--- src/rtl/axi_rr_lock_arbiter.sv ---
// Round-robin arbiter with burst lock that drives the select input of an AXI N-to-1 channel mux.
// Optional feature: define AXI_ARB_PRIO_EN to add the prio_i port and a high-priority request class.
module axi_rr_lock_arbiter #(
    parameter int N_IN      = 16,
    parameter int SEL_WIDTH = $clog2(N_IN)
) (
    input  logic                 clk,
    input  logic                 rst_n,
    input  logic [N_IN-1:0]      req_i,
    input  logic                 last_i,
`ifdef AXI_ARB_PRIO_EN
    input  logic [N_IN-1:0]      prio_i,
`endif
    input  logic                 ready_i,
    output logic [N_IN-1:0]      gnt_o,
    output logic                 valid_o,
    output logic [SEL_WIDTH-1:0] sel_o
);

    typedef enum logic {
        IDLE,
        LOCKED
    } state_t;

    state_t                 state;
    logic [SEL_WIDTH-1:0]   rr_ptr;
    logic [SEL_WIDTH-1:0]   lock_sel;
    logic [SEL_WIDTH-1:0]   winner;
    logic [SEL_WIDTH-1:0]   next_ptr;
    logic [N_IN-1:0]        scan_mask;
    logic                   handshake;

    // High-priority requesters, when any are present, hide everyone else from the scan.
    always_comb begin
        scan_mask = req_i;
`ifdef AXI_ARB_PRIO_EN
        if (|(req_i & prio_i)) begin
            scan_mask = req_i & prio_i;
        end
`endif
    end

    always_comb begin
        int  idx;
        logic found;
        idx    = 0;
        found  = 1'b0;
        winner = rr_ptr;
        for (int k = 0; k < N_IN; k++) begin
            idx = int'(rr_ptr) + k;
            if (idx >= N_IN) begin
                idx = idx - N_IN;
            end
            if (!found && scan_mask[idx]) begin
                winner = SEL_WIDTH'(idx);
                found  = 1'b1;
            end
        end
    end

    always_comb begin
        if (state == LOCKED) begin
            sel_o   = lock_sel;
            valid_o = req_i[lock_sel];
        end else begin
            sel_o   = winner;
            valid_o = |req_i;
        end
    end

    assign handshake = valid_o & ready_i;

    always_comb begin
        gnt_o = '0;
        if (handshake) begin
            gnt_o[sel_o] = 1'b1;
        end
    end

    // Explicit wrap keeps rr_ptr below N_IN for non-power-of-two port counts.
    assign next_ptr = (sel_o == SEL_WIDTH'(N_IN - 1)) ? '0 : sel_o + SEL_WIDTH'(1);

    always_ff @(posedge clk or negedge rst_n) begin
        if (!rst_n) begin
            state    <= IDLE;
            rr_ptr   <= '0;
            lock_sel <= '0;
        end else if (handshake) begin
            if (last_i) begin
                state  <= IDLE;
                rr_ptr <= next_ptr;
            end else begin
                state    <= LOCKED;
                lock_sel <= sel_o;
            end
        end
    end

endmodule
--- config.mk ---
export PLATFORM = sky130hd
export DESIGN_NAME = axi_rr_lock_arbiter
export DESIGN_NICKNAME = d
export VERILOG_FILES = /design/src/rtl/axi_rr_lock_arbiter.sv
export SDC_FILE = /design/constraint.sdc
export NUM_CORES = 1
export LEC_CHECK = 0
export BUFFER_PORTS_ARGS = -buffer_cell sky130_fd_sc_hd__clkbuf_2
export CORE_UTILIZATION = 30
export CTS_CLUSTER_DIAMETER = 60
export CTS_CLUSTER_SIZE = 14
export DETAILED_ROUTE_END_ITERATION = 8
export PLACE_DENSITY_LB_ADDON = 0.2
export SKIP_CTS_REPAIR_TIMING = 1
export SLEW_MARGIN = 40
export SYNTH_ARGS = -nofsm -noshare
export SYNTH_HDL_FRONTEND = slang
export SYNTH_SLANG_ARGS = --single-unit
--- constraint.sdc ---
create_clock -name clk -period 6.16 [get_ports clk]
set_input_delay 0.308 -clock clk [delete_from_list [all_inputs] [get_ports clk]]
set_output_delay 0.308 -clock clk [all_outputs]
set_load 0.05 [all_outputs]
==> results of run 1 <==
synthesized netlist by cell type (all sizes together) (5+ instances only):
| master | instances | share of area |
|---|---|---|
| nor4 | 7 | 0.012 |
| o22ai | 10 | 0.018 |
| nor2 | 47 | 0.055 |
| clkbuf | 8 | 0.0088 |
| ha | 7 | 0.025 |
| a211oi | 7 | 0.020 |
| nand2 | 41 | 0.043 |
| buf | 14 | 0.030 |
| nor3 | 10 | 0.019 |
| mux4 | 31 | 0.20 |
| and2 | 5 | 0.0088 |
| a211o | 5 | 0.012 |
| mux2i | 29 | 0.084 |
| dfrtp | 9 | 0.063 |
| inv | 11 | 0.012 |
| mux2 | 35 | 0.11 |
| xnor2 | 7 | 0.024 |
| a21oi | 17 | 0.025 |
| o21ai | 28 | 0.040 |
| a31oi | 6 | 0.011 |
| nand2b | 8 | 0.014 |
| nand3 | 7 | 0.0099 |
layer usage:
metal | vias to the layer above | global-route usage
met2 | 159 | 0.343
met5 | - | 0
li1 | 1667 | -
met4 | 0 | 0.0604
met3 | 32 | 0.0131
met1 | 1807 | 0.298
registers in the layout, indices dropped and copies added (netlist names):
signal and cells:
rr_ptr 4, state 1, lock_sel 4
kinds of logic after synthesis:
family | Yosys count | share of synthesized area
simple gates | 140 | 0.195
compound gates | 112 | 0.235
mux | 95 | 0.395
buf+inv | 35 | 0.0528
xor+xnor | 11 | 0.0334
flops | 9 | 0.0634
fa+ha+maj | 7 | 0.0246
stage by stage:
step	setup WS [ns]	util	cell area, µm²
after floorplan	0.800	-	3550
after global placement	0.975	0.335	3840
after detailed placement	0.906	0.335	3840
after CTS	0.664	0.342	3920
after global routing	0.115	0.343	3940
final	0.614	0.343	3940
worst paths after layout:
check | start | end | slack (ns)
worst max register to register | rr_ptr[0] | rr_ptr[3] | 1.33
worst min register to register | lock_sel[3] | lock_sel[3] | 0.62
worst min-delay path | rst_n | state | 0.47
worst max-delay path | rr_ptr[0] | gnt_o[4] | 0.61
min in group clk | last_i | lock_sel[0] | 0.53
max in group asynchronous | rst_n | lock_sel[1] | 5.49
cell type report:
type	count	area, µm²
Fill cell	1212	7530
Timing Repair Buffer	47	255
Multi-Input combinational cell	365	3150
Inverter	13	48.8
Clock inverter	1	5.00
Tap cell	143	179
Clock buffer	3	75.1
Sequential cell	9	225
==> key figures, run 1 <==
STA
  – Worst clock skew: 0.00204 ns
  – Worst Max-Slew Pin Slew: 0.894 ns
  – Final period util: 0.900
  – Final setup viols: 0
  – RSZ-0062 raised after global routing: false
  – Minimum clock period: 5.55 ns
  – Rel. slew slack: 0.400
  – Final hold slack: 0.472 ns
  – Fin. Hold Viols: 0
  – Max Clk Rate: 180 MHz
  – Slew Viols, Final: 0
  – Setup tns final: 0 ns

Synth
  – Syn avg cell area: 8.69 µm²
  – Main synth FF type: dfrtp_1
  – Post-synth EDFFs: 0
  – Post-Syn Area: 3550 µm²
  – FFs w/ async S/R, synth: 1.00
  – Yosys cell types: 80
  – Synthesis Warnings: 0
  – Register bit count reported by yosys: 9
  – Syn Nets: 436
  – Mapped Cells: 409
  – Seq/Total Area, Yosys: 0.0634

Finish
  – Layout cells sized above 1: 0.320
  – Most frequent cells in the layout: nor2_1 (45), nand2_1 (41), clkbuf_2 (40)
  – Layout area overhead: 10.8%
  – Antenna cells: 0
  – Final Non-Filler Cells: 581
  – Most common cell after layout, fill and taps aside: nor2_1
  – Final nets: 466

Placement
  – DP Cell Count: 576
  – Gpl congestion: 0.953
  – Post-DP HPWL: 10.1 mm
  – I/O Buffers: 40

Floorplanning
  – Die area: 12300 µm²
  – IO Count: 41
  – Rows: 39
  – Die Width: 111 µm
  – Core area: 11500 µm²
  – Initial Utilization: 0.310
  – Die Span Y: 111 µm

Routing
  – DRC: 0
  – Detailed Route Iter0 Violations: 322
  – Routed WL: 12.9 mm
  – Top routing layer used: met4
  – DRT Pass-1 Iters: 5
  – Avg WL per Cell: 22.2 µm
  – Total number of vias: 3665
  – M1 wire length: 5.87 mm
  – WL met2: 6.01 mm
  – ANT nets after route: 0
  – Vias per Instance: 6.31
  – Met3 wire len: 645 µm

Critical path
  – CP top delay family: compound AO/OA/AOI/OAI gates
  – Worst endpoint required time: 5.85 ns
  – Critical Path AT: 5.24 ns
  – CP peak stage delay: 0.84 ns
  – Worst-path fanout max: 20
  – Worst Setup End Kind: primary output
  – R2R depth: 13
  – Critical path depth: 14
  – Crit Path Category: register to primary output
  – Startpoint Class: register
  – Buf+Inv Stages, Crit Path: 2
  – Slowest CP cell: ha_1
  – Worst-path cell chain: inv_2 -> ha_1 -> mux4_2 -> mux2i_1 -> mux2i_2 -> a211oi_4 -> o21ai_1 -> a2111oi_0 -> a311oi_1 -> o31a_2 -> nor2b_1 -> nand2_1 -> nor2_1 -> clkbuf_2

Clock tree
  – Worst-Skew Late Latency: 0.24 ns
  – H-tree Lvls: 1
  – CTS clk-pin slew, worst paths: 0.04 ns
  – CTS Sinks: 9
  – Root buffer cell: clkbuf_16
  – CTS tree: yes
  – CTS Buf Count: 3
  – CTS max path bufs: 2

GRT
  – First-pass GRT wire length: 20.6 mm
  – GRT Total Usage: 0.210
  – Largest net degree at the start of global routing: 36
  – Initial antenna violation count: 0
  – Vias in the first global route: 3543
  – Grt total ovfl: 0

Run
  – Max-Cap Viols: 0

Run status
  – Status: completed

Worst hold path
  – Worst Hold Class: input pin to asynchronous set/reset pin
Power of run 1 is left out: the tool's default activity adds up to more than one toggle a clock period on the data nets, which glitch-free logic cannot reach.
==> run 2: changes to the inputs <==
==> constraint.sdc (replaced) <==
create_clock -name clk -period 6.06 [get_ports clk]
set_input_delay 0.303 -clock clk [delete_from_list [all_inputs] [get_ports clk]]
set_output_delay 0.303 -clock clk [all_outputs]
set_load 0.05 [all_outputs]
==> key figures, run 2 (same netlist as run 1, synthesis figures left out) <==
Run status
  – Status: completed

Clock tree
  – Worst-Skew Late Latency: 0.23 ns
  – CTS clk-pin slew, worst paths: 0.04 ns
  – Root buffer cell: clkbuf_16
  – CTS Sinks: 9
  – CTS tree: yes
  – CTS max path bufs: 2
  – H-tree Lvls: 1
  – CTS Buf Count: 3

GRT
  – Initial antenna violation count: 0
  – Grt total ovfl: 0
  – Largest net degree at the start of global routing: 36
  – GRT Total Usage: 0.208
  – First-pass GRT wire length: 20.3 mm
  – Vias in the first global route: 3529

Placement
  – Gpl congestion: 0.926
  – Post-DP HPWL: 10.1 mm
  – I/O Buffers: 40
  – Cell Area, Placed: 3840 µm²
  – Pre-CTS setup slack: 0.775 ns

Critical path
  – Slowest CP cell: ha_2
  – Crit Path Category: register to primary output
  – Critical path launch point: rr_ptr[0]
  – CP peak stage delay: 0.66 ns
  – Worst Setup End Kind: primary output
  – Worst-path fanout max: 20
  – Worst endpoint required time: 5.76 ns
  – Worst-path cell chain: inv_2 -> ha_2 -> mux4_2 -> mux2i_1 -> mux2i_2 -> a211oi_4 -> o21ai_1 -> a2111oi_0 -> a311oi_1 -> o31a_2 -> nor2b_1 -> nand2_1 -> nor2_1 -> clkbuf_2
  – Buf+Inv Stages, Crit Path: 2
  – Worst R2R Setup Slack: 1.40 ns
  – Reg-to-reg startpoint: rr_ptr[0]
  – Critical Path AT: 5.06 ns
  – Startpoint Class: register
  – CP top delay family: compound AO/OA/AOI/OAI gates

Floorplanning
  – Core area: 11500 µm²
  – Die Span Y: 111 µm
  – Rows: 39
  – Die Width: 111 µm
  – Initial Utilization: 0.310
  – Die area: 12300 µm²
  – IO Count: 41

Finish
  – Layout area overhead: 10.7%
  – Final nets: 466
  – Most common cell after layout, fill and taps aside: nor2_1
  – Antenna cells: 0
  – Layout cells sized above 1: 0.322
  – Fin area: 3940 µm²
  – Biggest regs: lock_sel x4, rr_ptr x4, state x1
  – Most frequent cells in the layout: nor2_1 (45), nand2_1 (41), clkbuf_2 (40)

Routing
  – DRT Pass-1 Iters: 6
  – Detailed Route Iter0 Violations: 244
  – ANT nets after route: 0
  – Routed WL: 12.9 mm
  – Avg WL per Cell: 22.2 µm
  – Vias per Instance: 6.30
  – DRC: 0
  – Total number of vias: 3659

STA
  – Slew Viols, Final: 0
  – RSZ-0062 raised after global routing: false
  – Final period util: 0.885
  – Worst clock skew: 0.000347 ns
  – Rel. slew slack: 0.382
  – Worst Max-Slew Pin Slew: 0.921 ns
  – Max Clk Rate: 187 MHz
  – Worst setup margin: 0.700 ns
  – Setup tns final: 0 ns
  – Fin. Hold Viols: 0
  – Minimum clock period: 5.36 ns
  – Final setup viols: 0
  – Final hold slack: 0.460 ns

Worst hold path
  – Worst Hold Class: input pin to asynchronous set/reset pin

Run
  – Max-Cap Viols: 0
-- run 2: cell counts in the layout (fill, tap and decap cells not counted) --
No cell type changed its count.
-- run 2: final timing paths --
kind / to / depth (start not counted)
hold reg to reg: lock_sel[2] / 1
setup / recovery: gnt_o[4] / 14
min in group clk: lock_sel[2] / 3
setup reg to reg: rr_ptr[3] / 13
hold / removal: lock_sel[1] / 2
max in group asynchronous: rr_ptr[1] / 2
-- run 2: area by class of cell --
class	instances	area, µm²
Timing Repair Buffer	47	255
Inverter	13	48.8
Tap cell	143	179
Clock buffer	3	75.1
Sequential cell	9	225
Fill cell	1200	7530
Clock inverter	1	5.00
Multi-Input combinational cell	365	3150
-- run 2: through the flow --
step	instances	utilization
2_1_floorplan	409	-
3_3_place_gp	576	0.335
3_5_place_dp	576	0.335
4_1_cts	580	0.342
5_1_grt	581	0.343
6_report	581	0.343
-- run 2: per-layer routing --
metal,track usage,vias up,part of all wire,wire (µm)
met5,0,-,0,0
li1,-,1672,-,-
met3,0.0186,27,0.056,721
met2,0.344,171,0.47,6110
met1,0.283,1789,0.44,5620
met4,0.0729,0,0.034,439
-- run 2: worst register-to-register path: stages (launching register included) --
cell	delay [ns]
dfrtp_1	0.36
inv_2	0.13
ha_2	0.66
mux4_2	0.63
mux2i_1	0.49
mux2i_2	0.25
a211oi_4	0.45
o21ai_1	0.14
a2111oi_0	0.48
a311oi_1	0.13
o31a_2	0.40
nand3_1	0.10
a31oi_1	0.05
a211o_1	0.28
Power of run 2 is left out for the same reason.
